**src/rtl/multicycle_control.sv**
```systemverilog
// Multi-cycle MIPS control FSM: FETCH/DECODE/EXEC/MEM/WB over a req/ack unified memory port.
// Field outputs decode the IR combinationally; a stalled memory access faults after MEM_TIMEOUT cycles.
module multicycle_control #(
  parameter int ALU_OP_W    = 3,
  parameter int ALU_SRC_W   = 2,
  parameter int MEM_TIMEOUT = 15,
  parameter int TMO_W       = 4
) (
  input  logic                 clk,
  input  logic                 reset,
  input  logic [31:0]          instruction,
  input  logic                 zero,
  input  logic                 mem_ack,
  output logic                 mem_req,
  output logic                 mem_we,
  output logic                 iord,
  output logic                 ir_write,
  output logic                 pc_write,
  output logic [1:0]           pc_src,
  output logic                 reg_write,
  output logic                 reg_src,
  output logic [ALU_SRC_W-1:0] alu_src,
  output logic [ALU_OP_W-1:0]  alu_op,
  output logic [4:0]           addr_a,
  output logic [4:0]           addr_b,
  output logic [4:0]           addr_in,
  output logic [4:0]           shamt,
  output logic [15:0]          imm16,
  output logic [25:0]          addr26,
  output logic                 illegal_op,
  output logic                 fault,
  output logic [2:0]           state
);

  localparam logic [ALU_OP_W-1:0] OP_ADD = ALU_OP_W'(0);
  localparam logic [ALU_OP_W-1:0] OP_SUB = ALU_OP_W'(1);
  localparam logic [ALU_OP_W-1:0] OP_AND = ALU_OP_W'(2);
  localparam logic [ALU_OP_W-1:0] OP_OR  = ALU_OP_W'(3);
  localparam logic [ALU_OP_W-1:0] OP_NOR = ALU_OP_W'(4);
  localparam logic [ALU_OP_W-1:0] OP_SLT = ALU_OP_W'(5);
  localparam logic [ALU_OP_W-1:0] OP_SLL = ALU_OP_W'(6);
  localparam logic [ALU_OP_W-1:0] OP_SRL = ALU_OP_W'(7);

  localparam logic [ALU_SRC_W-1:0] SRC_REG_B = ALU_SRC_W'(0);
  localparam logic [ALU_SRC_W-1:0] SRC_SEXT  = ALU_SRC_W'(1);
  localparam logic [ALU_SRC_W-1:0] SRC_ZEXT  = ALU_SRC_W'(2);
  localparam logic [ALU_SRC_W-1:0] SRC_SHAMT = ALU_SRC_W'(3);

  typedef enum logic [2:0] {
    S_FETCH  = 3'd0,
    S_DECODE = 3'd1,
    S_EXEC   = 3'd2,
    S_MEM    = 3'd3,
    S_WB     = 3'd4,
    S_FAULT  = 3'd5
  } state_t;

  state_t             state_q, state_d;
  logic [TMO_W-1:0]   cnt_q, cnt_d;

  logic [5:0]           opcode, funct;
  logic                 is_r, is_j, is_lw, is_sw, is_beq, is_bne, is_shift;
  logic                 dec_legal;
  logic [ALU_OP_W-1:0]  dec_op;
  logic [ALU_SRC_W-1:0] dec_src;
  logic                 waiting, tmo_hit;

  assign opcode = instruction[31:26];
  assign funct  = instruction[5:0];
  assign is_r   = (opcode == 6'h00);
  assign is_j   = (opcode == 6'h02);
  assign is_lw  = (opcode == 6'h23);
  assign is_sw  = (opcode == 6'h2B);
  assign is_beq = (opcode == 6'h04);
  assign is_bne = (opcode == 6'h05);

  assign addr_a  = instruction[25:21];
  assign addr_b  = instruction[20:16];
  assign addr_in = is_r ? instruction[15:11] : instruction[20:16];
  assign shamt   = is_shift ? instruction[10:6] : 5'd0;
  assign imm16   = instruction[15:0];
  assign addr26  = instruction[25:0];
  assign state   = state_q;

  always_comb begin
    dec_legal = 1'b0;
    dec_op    = OP_ADD;
    dec_src   = SRC_REG_B;
    is_shift  = 1'b0;
    case (opcode)
      6'h00: begin
        dec_legal = 1'b1;
        case (funct)
          6'h20: dec_op = OP_ADD;
          6'h22: dec_op = OP_SUB;
          6'h24: dec_op = OP_AND;
          6'h25: dec_op = OP_OR;
          6'h27: dec_op = OP_NOR;
          6'h2A: dec_op = OP_SLT;
          6'h00: begin dec_op = OP_SLL; dec_src = SRC_SHAMT; is_shift = 1'b1; end
          6'h02: begin dec_op = OP_SRL; dec_src = SRC_SHAMT; is_shift = 1'b1; end
          default: dec_legal = 1'b0;
        endcase
      end
      6'h08: begin dec_legal = 1'b1; dec_op = OP_ADD; dec_src = SRC_SEXT; end
      6'h0C: begin dec_legal = 1'b1; dec_op = OP_AND; dec_src = SRC_ZEXT; end
      6'h0D: begin dec_legal = 1'b1; dec_op = OP_OR;  dec_src = SRC_ZEXT; end
      6'h23: begin dec_legal = 1'b1; dec_op = OP_ADD; dec_src = SRC_SEXT; end
      6'h2B: begin dec_legal = 1'b1; dec_op = OP_ADD; dec_src = SRC_SEXT; end
      // Branches compare rs-rt in the ALU; the sign-extended offset feeds the target adder.
      6'h04: begin dec_legal = 1'b1; dec_op = OP_SUB; dec_src = SRC_REG_B; end
      6'h05: begin dec_legal = 1'b1; dec_op = OP_SUB; dec_src = SRC_REG_B; end
      6'h02: dec_legal = 1'b1;
      default: dec_legal = 1'b0;
    endcase
  end

  assign waiting = ((state_q == S_FETCH) || (state_q == S_MEM)) && !mem_ack;
  assign tmo_hit = (MEM_TIMEOUT != 0) && waiting &&
                   (cnt_q == TMO_W'(MEM_TIMEOUT - 1));

  always_comb begin
    state_d = state_q;
    case (state_q)
      S_FETCH:  if (mem_ack) state_d = S_DECODE;
                else if (tmo_hit) state_d = S_FAULT;
      S_DECODE: state_d = (!dec_legal || is_j) ? S_FETCH : S_EXEC;
      S_EXEC:   if (is_beq || is_bne) state_d = S_FETCH;
                else if (is_lw || is_sw) state_d = S_MEM;
                else state_d = S_WB;
      S_MEM:    if (mem_ack) state_d = is_lw ? S_WB : S_FETCH;
                else if (tmo_hit) state_d = S_FAULT;
      S_WB:     state_d = S_FETCH;
      S_FAULT:  state_d = S_FAULT;
      default:  state_d = S_FETCH;
    endcase
    // Counts consecutive unanswered request cycles within one state only.
    cnt_d = (waiting && (state_d == state_q)) ? cnt_q + TMO_W'(1) : '0;
  end

  always_ff @(posedge clk) begin
    if (reset) begin
      state_q <= S_FETCH;
      cnt_q   <= '0;
    end else begin
      state_q <= state_d;
      cnt_q   <= cnt_d;
    end
  end

  always_comb begin
    mem_req    = 1'b0;
    mem_we     = 1'b0;
    iord       = 1'b0;
    ir_write   = 1'b0;
    pc_write   = 1'b0;
    pc_src     = 2'd0;
    reg_write  = 1'b0;
    reg_src    = 1'b0;
    alu_op     = OP_ADD;
    alu_src    = SRC_REG_B;
    illegal_op = 1'b0;
    fault      = 1'b0;
    if (!reset) begin
      case (state_q)
        S_FETCH: begin
          mem_req = 1'b1;
          if (mem_ack) begin
            ir_write = 1'b1;
            pc_write = 1'b1;
          end
        end
        S_DECODE: begin
          if (!dec_legal) illegal_op = 1'b1;
          else if (is_j) begin
            pc_write = 1'b1;
            pc_src   = 2'd2;
          end
        end
        S_EXEC: begin
          alu_op  = dec_op;
          alu_src = dec_src;
          if (is_beq) begin
            pc_write = zero;
            pc_src   = 2'd1;
          end else if (is_bne) begin
            pc_write = !zero;
            pc_src   = 2'd1;
          end
        end
        S_MEM: begin
          mem_req = 1'b1;
          iord    = 1'b1;
          mem_we  = is_sw;
        end
        S_WB: begin
          reg_write = 1'b1;
          reg_src   = is_lw;
        end
        S_FAULT: fault = 1'b1;
        default: ;
      endcase
    end
  end

endmodule

```
**config.mk**
```make
export PLATFORM = sky130hd
export DESIGN_NAME = multicycle_control
export DESIGN_NICKNAME = d
export VERILOG_FILES = /design/src/rtl/multicycle_control.sv
export SDC_FILE = /design/constraint.sdc
export NUM_CORES = 1
export LEC_CHECK = 0
export ABC_AREA = 1
export CORE_ASPECT_RATIO = 1.2
export CORE_MARGIN = 3
export CORE_UTILIZATION = 32
export CTS_CLUSTER_SIZE = 25
export DETAILED_ROUTE_END_ITERATION = 8
export GPL_TIMING_DRIVEN = 0
export PLACE_DENSITY = 0.83
export SYNTH_ARGS = -nofsm -noshare
export SYNTH_HDL_FRONTEND = slang
export SYNTH_SLANG_ARGS = --single-unit
```
**constraint.sdc**
```tcl
create_clock -name clk -period 1.6 [get_ports clk]
set_input_delay 0.32 -clock clk [delete_from_list [all_inputs] [get_ports clk]]
set_output_delay 0.32 -clock clk [all_outputs]
set_load 0.01 [all_outputs]
```
==> run summary <==
RSZ-0062 raised after global routing - true
# IOs - 117
Total length of routed wires - 5762 µm
Buffer depth of the longest clock path - 2
Yosys Warn Count - 0
PD cells - 347.9 nW/µm²
DR pass1 iterations - 5
DP Cell Count - 387
Most frequent cells in the layout - buf_4, clkdlybuf4s50_1, dlygate4sd2_1, nor2_1, nand2_1
Latest clock arrival within the worst-skew pair - 0.23 ns
Post-synth top area share - 0.3000
DP Wirelength - 3981 µm
Commonest non-fill, non-tap cell in the layout - buf_4
Setup crit start kind - primary input
Clock transition at the registers of the reported paths - 0.04 ns
Layout Cells excl Fill - 415
Fin. max-slew vios - 0
Gp weighted congestion - 0.8383
Crit. End Element - output port
Syn nets - 262
First-pass GRT wire length - 8224 µm
Worst-margin pin slew - 0.3206 ns
Avg Synthesized Cell Area - 5.809 µm²
Failing checks - negative setup slack
Antenna Cells - 0
Synth area leader - buf_4
DRC viols - 0
Site row count - 24
GRT Total Usage - 0.2109
Global route overflow - 0
Cts hold-fix bufs - 0
TritonCTS buffer count - 3
Hold Path Cell Cnt - 1
Slew headroom - 0.7851
Number of global-route vias before repair - 1735
Syn Inst Count - 224
HP Class - register to register
Fin crit period - 1.730 ns
Area of the mapped netlist - 1301 µm²
Fin. Hold Viols - 0
H-tree levels - 1
Largest cells by area after synthesis - buf_4, nor2_1, nand2_1, dfxtp_1, inv_1
Die Wd - 64.21 µm
Area Growth Syn to Fin - 121.1%
Dpl ws - -1.038 ns
Clock sinks - 7
IO Port Bufs - 111
Crit path kind - primary input to output port
Setup slack, reg-to-reg - 0.24 ns
Die height - 75.86 µm
Final worst setup slack - -0.1299 ns
CTS tree - built
Layout Nets - 402
Final Setup Violations - 17
Initial antenna violation count - 0
Peak supply drop - 0.4706 mV
Starting Density - 0.3439
R2R depth - 9
Fin crit share - 1.081
Final hold slack - 0.4677 ns
Outcome - finished, violations left
Yosys cell types - 31
Register area share after synthesis - 0.1077
Root Buffer - clkbuf_8
Core Region - 3784 µm²
Clock Skew - 0.002900 ns
Fraction of layout cells with a size suffix above 1 - 0.5207
Die Area - 4871 µm²
Worst-path maximum fanout - 4
Via/cell ratio - 4.588
Final antenna-violating net count - 0
Fmax - 578.1 MHz
MaxCap Viol Count - 0
Flops & latches, synth - 7
Largest net degree at the start of global routing - 11
Total Power - 1.001 mW
Vias - 1904
Initial DRC Count - 64
Crit path DAT - 1.41 ns
Avg WL per Cell - 13.88 µm
CP Data Required Time - 1.28 ns
Static Leakage - 1.446 nW
-- sequential cells by signal, summed over array words and instances (netlist names) --
name   cells
cnt_q      4
state      3
-- final timing paths --
check | startpoint | endpoint
max reg2reg | cnt_q[0] | cnt_q[0]
min | cnt_q[0] | cnt_q[0]
min reg2reg | cnt_q[0] | cnt_q[0]
max | instruction[26] | illegal_op
-- cells by family after synthesis --
group,after synthesis,share of synthesized area
AOI/OAI and AO/OA,12,0.05866
DFF,7,0.1077
buffers and inverters,87,0.4067
xor gates and xnor gates,2,0.01346
adders and majority gates,2,0.01923
and+or+nand+nor,114,0.3942
-- worst max-delay path: stages --
cell	delay, ns
buf_6	0.11
nand2_1	0.08
inv_2	0.06
nand3b_4	0.08
nand3_2	0.08
nor3_2	0.25
nand2_2	0.09
nor3_2	0.18
buf_2	0.15
-- synth_stat cells --
master,count
inv_2,3
nor3_2,1
xnor2_1,1
nand2_2,2
nor2_4,2
clkinv_1,1
nand2_1,38
xor2_1,1
nor2_2,3
a21oi_1,5
a21oi_2,1
a41oi_1,1
inv_1,29
a31o_2,1
nand3b_2,1
dfxtp_1,7
nor4_1,1
a31oi_1,1
ha_1,2
nand3_1,14
o21ai_0,2
nor3_1,8
buf_4,52
o2111ai_1,1
nor2_1,39
clkbuf_1,1
nand4_1,2
buf_6,1
nand3b_1,1
nor2b_1,1
and2_1,1
-- where the power goes --
group | leakage, nW | internal [mW] | switching (mW) | total [mW]
logic | 1.36 | 0.315 | 0.247 | 0.562
registers | 0.0591 | 0.178 | 0.0104 | 0.189
clock network | 0.0228 | 0.172 | 0.0777 | 0.250
-- routing by layer --
layer  vias up  share of wire  global-route usage
met5         -              0                   0
met2       107           0.54              0.4340
met1       856           0.35              0.2185
met4         0          0.022             0.04225
li1        923              -                   -
met3        18          0.087             0.04720
-- final cells by class --
class                   count  area [µm²]
clock buffers               4       45.04
repair buffers            136        1190
well taps                  52       65.06
inverters                  33       141.4
fillers                   279       907.1
flip-flops and latches      7       151.4
plain buffers              53       404.1
multi-input cells         130       879.6
-- stage by stage --
step | util | TNS [ns] | cell area, µm²
after CTS | 0.7070 | -0.7413 | 2675
final | 0.7603 | -1.520 | 2877
after global routing | 0.7603 | -2.746 | 2877
after global placement | 0.6548 | -28.14 | 2477
after floorplan | - | 0 | 1301
after detailed placement | 0.6548 | -28.72 | 2477
-- what timing repair did --
item	CTS	global route
cloned	1	0
setup endpoints to repair	68	25
pin swaps	15	31
resized for setup	230	80
buffers inserted	14	12
(Power assumes the default switching activity.)
